<file path="src/rtl/prog_loader_pkg.sv">
// Shared definitions for the boot-time program loader: loader FSM states and stream byte width.
package prog_loader_pkg;

    localparam int BYTE_W      = 8;
    localparam int WORD_BYTES  = 4;
    localparam int WORD_W      = BYTE_W * WORD_BYTES;
    localparam int LEN_W       = 16;

    typedef enum logic [2:0] {
        LEN_LO,
        LEN_HI,
        DATA,
        DONE,
        ERR
    } state_t;

endpackage

</file>
<file path="src/rtl/prog_loader_if.sv">
// Byte-stream input and instruction-memory write port of the program loader.
interface prog_loader_if
    import prog_loader_pkg::*;
#(
    parameter int ADDR_W = 14
);
    logic [BYTE_W-1:0] in_data;
    logic              in_valid;
    logic              in_ready;
    logic              mem_we;
    logic [ADDR_W-1:0] mem_addr;
    logic [WORD_W-1:0] mem_wdata;
    logic              mem_gnt;

    // Loader side: consumes the byte stream and masters the memory write.
    modport master (
        input  in_data, in_valid, mem_gnt,
        output in_ready, mem_we, mem_addr, mem_wdata
    );

    // Environment side: byte source and instruction memory.
    modport slave (
        output in_data, in_valid, mem_gnt,
        input  in_ready, mem_we, mem_addr, mem_wdata
    );
endinterface

</file>
<file path="src/rtl/prog_loader_word_assembler.sv">
// Collects four stream bytes, LSB first, into one little-endian 32-bit word.
module word_assembler
    import prog_loader_pkg::*;
(
    input  logic              clk,
    input  logic              rst_n,
    input  logic              i_byte_en,
    input  logic [BYTE_W-1:0] i_byte,
    output logic              o_word_done,
    output logic [WORD_W-1:0] o_word
);
    logic [1:0]            r_cnt;
    logic [3*BYTE_W-1:0]   r_shift;

    // The fourth byte completes the word combinationally so it can be latched on that same edge.
    assign o_word_done = i_byte_en && (r_cnt == 2'd3);
    assign o_word      = {i_byte, r_shift};

    // Byte counter wraps 3 -> 0 on the completing byte; earlier bytes shift down toward bit 0.
    always_ff @(posedge clk or negedge rst_n) begin
        if (!rst_n) begin
            r_cnt   <= '0;
            r_shift <= '0;
        end else if (i_byte_en) begin
            r_cnt   <= r_cnt + 2'd1;
            r_shift <= {i_byte, r_shift[3*BYTE_W-1:BYTE_W]};
        end
    end
endmodule

</file>
<file path="src/rtl/prog_loader.sv">
// Boot-time program loader: parses a length-prefixed byte frame and writes the
// assembled instruction words into instruction memory, holding the core in reset until done.
module prog_loader
    import prog_loader_pkg::*;
#(
    parameter int ADDR_W = 14
)
(
    input  logic             clk,
    input  logic             key,
    prog_loader_if.master    bus,
    output logic             core_hold,
    output logic             load_err,
    output logic [LEN_W-1:0] words_loaded
);
    localparam logic [LEN_W:0] DEPTH = (LEN_W+1)'(1) << ADDR_W;

    state_t            r_state;
    state_t            w_state_nxt;
    logic              r_pending;
    logic [ADDR_W-1:0] r_addr;
    logic [WORD_W-1:0] r_wdata;
    logic [LEN_W-1:0]  r_words;
    logic [LEN_W-1:0]  r_len;

    logic              w_accept;
    logic              w_grant;
    logic              w_last;
    logic              w_byte_en;
    logic              w_word_done;
    logic [WORD_W-1:0] w_word;
    logic [LEN_W-1:0]  w_len_hdr;

    assign w_accept  = bus.in_valid && !r_pending;
    assign w_grant   = r_pending && bus.mem_gnt;
    assign w_len_hdr = {bus.in_data, r_len[BYTE_W-1:0]};
    assign w_last    = (r_words + 16'd1) == r_len;
    assign w_byte_en = w_accept && (r_state == DATA);

    assign bus.in_ready  = !r_pending;
    assign bus.mem_we    = r_pending;
    assign bus.mem_addr  = r_addr;
    assign bus.mem_wdata = r_wdata;
    assign core_hold     = (r_state != DONE);
    assign load_err      = (r_state == ERR);
    assign words_loaded  = r_words;

    word_assembler u_asm (
        .clk         (clk),
        .rst_n       (key),
        .i_byte_en   (w_byte_en),
        .i_byte      (bus.in_data),
        .o_word_done (w_word_done),
        .o_word      (w_word)
    );

    // State register.
    always_ff @(posedge clk or negedge key) begin
        if (!key) begin
            r_state <= LEN_LO;
        end else begin
            r_state <= w_state_nxt;
        end
    end

    // Next-state decode: header parse, length check, and completion on the final grant.
    always_comb begin
        w_state_nxt = r_state;
        case (r_state)
            LEN_LO: begin
                if (w_accept) w_state_nxt = LEN_HI;
            end
            LEN_HI: begin
                if (w_accept) begin
                    if (w_len_hdr == '0)                w_state_nxt = DONE;
                    else if ({1'b0, w_len_hdr} > DEPTH) w_state_nxt = ERR;
                    else                                w_state_nxt = DATA;
                end
            end
            DATA: begin
                if (w_grant && w_last) w_state_nxt = DONE;
            end
            default: begin
                w_state_nxt = r_state;
            end
        endcase
    end

    // Header capture, write-request handshake, address and word counters.
    always_ff @(posedge clk or negedge key) begin
        if (!key) begin
            r_len     <= '0;
            r_pending <= 1'b0;
            r_wdata   <= '0;
            r_addr    <= '0;
            r_words   <= '0;
        end else begin
            if ((r_state == LEN_LO) && w_accept) r_len[BYTE_W-1:0] <= bus.in_data;
            if ((r_state == LEN_HI) && w_accept) r_len <= w_len_hdr;
            if (w_word_done) begin
                r_wdata   <= w_word;
                r_pending <= 1'b1;
            end else if (w_grant) begin
                r_pending <= 1'b0;
                r_addr    <= r_addr + ADDR_W'(1);
                r_words   <= r_words + 16'd1;
            end
        end
    end
endmodule

</file>
<file path="src/flat_wrapper.sv">
// flat-port wrapper written by rule: the top's interface ports become plain ports
module prog_loader_flat import prog_loader_pkg::*;
#(
    parameter int ADDR_W = 14
)
  (clk, key, core_hold, load_err, words_loaded, bus_in_data, bus_in_valid, bus_mem_gnt, bus_in_ready, bus_mem_we, bus_mem_addr, bus_mem_wdata);
  prog_loader_if #(.ADDR_W(ADDR_W)) bus_i ();
  input  logic clk;
  input  logic key;
  output logic core_hold;
  output logic load_err;
  output logic [LEN_W-1:0] words_loaded;
  input wire logic [$bits(bus_i.in_data)-1:0] bus_in_data;
  input wire logic [$bits(bus_i.in_valid)-1:0] bus_in_valid;
  input wire logic [$bits(bus_i.mem_gnt)-1:0] bus_mem_gnt;
  output wire logic [$bits(bus_i.in_ready)-1:0] bus_in_ready;
  output wire logic [$bits(bus_i.mem_we)-1:0] bus_mem_we;
  output wire logic [$bits(bus_i.mem_addr)-1:0] bus_mem_addr;
  output wire logic [$bits(bus_i.mem_wdata)-1:0] bus_mem_wdata;
  assign bus_i.in_data = bus_in_data;
  assign bus_i.in_valid = bus_in_valid;
  assign bus_i.mem_gnt = bus_mem_gnt;
  assign bus_in_ready = bus_i.in_ready;
  assign bus_mem_we = bus_i.mem_we;
  assign bus_mem_addr = bus_i.mem_addr;
  assign bus_mem_wdata = bus_i.mem_wdata;
  prog_loader #(.ADDR_W(ADDR_W)) u_core (.clk(clk), .key(key), .bus(bus_i), .core_hold(core_hold), .load_err(load_err), .words_loaded(words_loaded));
endmodule
</file>
<file path="config.mk">
export PLATFORM = sky130hd
export DESIGN_NAME = prog_loader_flat
export DESIGN_NICKNAME = d
export VERILOG_FILES = /design/src/rtl/prog_loader_pkg.sv /design/src/rtl/prog_loader_if.sv /design/src/rtl/prog_loader_word_assembler.sv /design/src/rtl/prog_loader.sv /design/src/flat_wrapper.sv
export SDC_FILE = /design/constraint.sdc
export NUM_CORES = 1
export LEC_CHECK = 0
export ABC_AREA = 1
export CORE_MARGIN = 2
export CORE_UTILIZATION = 49
export DETAILED_ROUTE_END_ITERATION = 10
export PLACE_DENSITY = 0.77
export SYNTH_ARGS = -nofsm -noshare
export SYNTH_HDL_FRONTEND = slang
export SYNTH_SLANG_ARGS = --single-unit
</file>
<file path="constraint.sdc">
create_clock -name clk -period 1.9 [get_ports clk]
set_clock_uncertainty 0.15 [all_clocks]
set_input_delay 0.285 -clock clk [delete_from_list [all_inputs] [get_ports clk]]
set_output_delay 0.285 -clock clk [all_outputs]
set_load 0.05 [all_outputs]
</file>
==> results.cfg <==
[run_status]
status = finished with violations
violations = setup timing

[job]
drv_cap = 0

[pwr]
clkPwrFrac_pct = 35.6
p_int_mw = 3.13
powerDensity_mw_per_mm2 = 659
leakage_nw = 3.29
ir_drop_mv = 0.398
power_switching_mw = 1.18
combPwrFrac_pct = 9.6
switching_share_pct = 27.4
seqPwrFrac_pct = 54.8

[die]
die_area_mm2 = 0.0110
die_x_um = 105
start_util_pct = 50.7
std_cell_rows = 36
ioPinCount = 78
design.core.area_mm2 = 0.00986
die_h_um = 105

[logic_synthesis]
yosysTopAreaCell = dfrtp_1
yosys_most_used_dff = dfrtp_1
syn_nets = 627
syn_area_mm2 = 0.00500
synth_warnings = 0
async_flop_share_pct = 100
synth_edf_count = 0
synth_area_per_cell_um2 = 8.18
synth_top_area_share_pct = 54.0
netlist_top_cells_area = dfrtp_1 (54%), nand2_1 (14%), o21ai_0 (8.9%)
ys_ff_latch = 108
yosysSeqAreaShare_pct = 54.0
synthCells = 612
netlist-cell-type-count = 26

[clock_network]
cts_buffer_depth = 2
clk_latency_ns = 0.37
cts_buffers = 9
cts-root-buf = clkbuf_8
htree_levels = 3
clock_sinks = 108
tritoncts = done
cts.clk_slew.worst_paths_ns = 0.11

[timing]
setup_violations = 3
fin_crit_sh_pct = 107
max_freq_mhz = 492
hold_viol_final = 0
fin_crit_ns = 2.03
grt_setup_unrepaired = true
drv_slew = 0
fin_hold_ws_ns = 0.250
worst_slew_pin_slew_ns = 0.460
maxSlewHeadroom_pct = 69.3
setup_ws_ns = -0.133

[global_route]
top_usage_layer = met2
use_met3_pct = 4.74
grt_overflow = 0
grt_pass1_wl_mm = 19.7
grt_usage_pct = 22.0
antenna_found_initial = 0
grt_max_degree = 66
grtUsageMet1_pct = 29.8
grt_pass1_vias = 4265
grt_use_met2_pct = 35.1

[cells_and_area]
final_common_cell = nand2_1
diodes = 0
fill_cells = 773
fin_nets = 744
instances_no_fill = 867
drive_gt1_share_pct = 27.1
layout_common_cells = nand2_1 (168), buf_4 (106), dfrtp_1 (92), o21ai_0 (88), inv_1 (81)
area_growth_pct = 30.7

[setup_path]
critPathKind = register to register
rrSetupSlack_ns = -0.13
max_stage_delay_ns = 0.43
cpMostUsedCell = nand2_1
crit_cells = 12
cp-start-kind = register
crit_buf_inv = 1
crit_required_ns = 2.06
crit_chain = ha_4 -> nand3_4 -> buf_4 -> o21bai_2 -> nand2_1 -> nand2_1 -> nand2_1 -> nor2_2 -> nand3_1 -> o21bai_4 -> nand2_1 -> nand2_1
cp-startpoint = u_core.words_loaded[0]
worstPathMaxFanout = 4
reg2reg_depth = 12
cp_slowest_cell = dfrtp_2
timing.rr.end = u_core.r_state[2]
r2r_start = u_core.words_loaded[0]
crit_family = simple AND/OR/NAND/NOR gates
setup.worst_path.end = u_core.r_state[2]
end_kind = register
arrival_ns = 2.20

[place]
place.gp.congestion = 0.977
dp_hpwl_mm = 8.39
dp.cells = 835
io_buffers = 77

[route]
drc = 0
drt_wl_total_mm = 11.9
via_count = 4429
wl_per_cell_um = 13.7
ant_nets = 0
drt-vias-per-instance = 5.11
first_pass_iters = 5
drtIter0Drc = 232

[min_path]
hold_path.class = input port to async pin
-- timing repair --
action | 4_1_cts | 5_1_grt
resized for setup | 11 | 22
setup buffers | 8 | 7
endpoints found under the hold margin | 31 | 0
pin swaps | 15 | 23
endpoints found under the setup margin | 3 | 37
hold buffers | 1 | 0
-- power by group through the flow --
stage,Combinational (mW),Clock (mW),Sequential (mW)
after detailed placement,0.383,0,2.41
after CTS,0.395,1.58,2.36
final,0.414,1.53,2.36
after floorplan,0.114,0,2.49
after global routing,0.453,1.66,2.37
after global placement,0.374,0,2.41
-- metal layers --
metal | part of all wire [%] | up-vias | routed length, um
li1 | - | 2180 | -
met1 | 45 | 2105 | 5390
met2 | 48 | 126 | 5650
met3 | 5.5 | 18 | 648
met4 | 1.6 | 0 | 192
met5 | 0 | - | 0
-- cell families (layout without fill, tap and decap cells) --
family | count (synthesis) | count (layout) | share of synthesized area, %
flops | 108 | 108 | 54.0
mux | 1 | 1 | 0.225
compound gates | 94 | 94 | 9.78
xor+xnor | 13 | 13 | 2.28
fa+ha+maj | 3 | 3 | 0.750
simple gates | 291 | 291 | 25.3
buf+inv | 102 | 224 | 7.70
-- worst min path at each step --
stage	start	endpoint	slack, ns	depth (start not counted)
after floorplan	key	u_core.bus.mem_addr[0]	-0.16	0
after global placement	key	u_core.words_loaded[12]	0.11	1
after detailed placement	key	u_core.words_loaded[14]	0.12	1
after CTS	key	u_core.words_loaded[6]	0.25	2
after global routing	key	u_core.bus.mem_addr[8]	0.27	2
final	key	u_core.words_loaded[15]	0.25	2
-- stage by stage --
step	setup TNS (ns)	area [um2]	total power [mW]	utilization (%)	setup WS, ns
floorplan	-0.466	5080	2.60	-	-0.0421
global placement	-0.760	6080	2.78	61.7	-0.153
detailed placement	-1.49	6080	2.79	61.7	-0.251
CTS	-0.156	6420	4.33	65.1	-0.0531
global route	-0.675	6540	4.48	66.3	-0.241
finish	-0.359	6540	4.31	66.3	-0.133
-- registers in the layout, indices dropped and copies added (netlist names) --
register	count
u_core.bus.mem_wdata	32
u_core.u_asm.r_shift	24
u_core.r_len	16
u_core.words_loaded	16
u_core.bus.mem_addr	14
u_core.r_state	3
u_core.u_asm.r_cnt	2
u_core.bus.mem_we	1
-- cell usage after synthesis (3+ instances only) --
| master | n |
|---|---|
| nor2_4 | 3 |
| nand3_2 | 3 |
| nand2_1 | 185 |
| nand3_1 | 44 |
| dfrtp_1 | 108 |
| o21ai_0 | 89 |
| nand4_1 | 15 |
| nor2_2 | 5 |
| inv_1 | 84 |
| nor2_1 | 24 |
| nand2_2 | 3 |
| clkbuf_1 | 15 |
| xnor2_1 | 4 |
| ha_1 | 3 |
| nor3_1 | 5 |
| xor2_1 | 9 |
-- layout make-up --
cell class / count / area, um2 / area share [%]
flip-flops and latches: 108 / 2720 / 41.6
multi-input cells: 402 / 2080 / 31.8
repair buffers: 123 / 1030 / 15.7
inverters: 85 / 325 / 4.97
well taps: 133 / 166 / 2.54
clock buffers: 9 / 124 / 1.89
clock inverters: 7 / 97.6 / 1.49
Note: power is estimated with default switching activity, not from simulation.
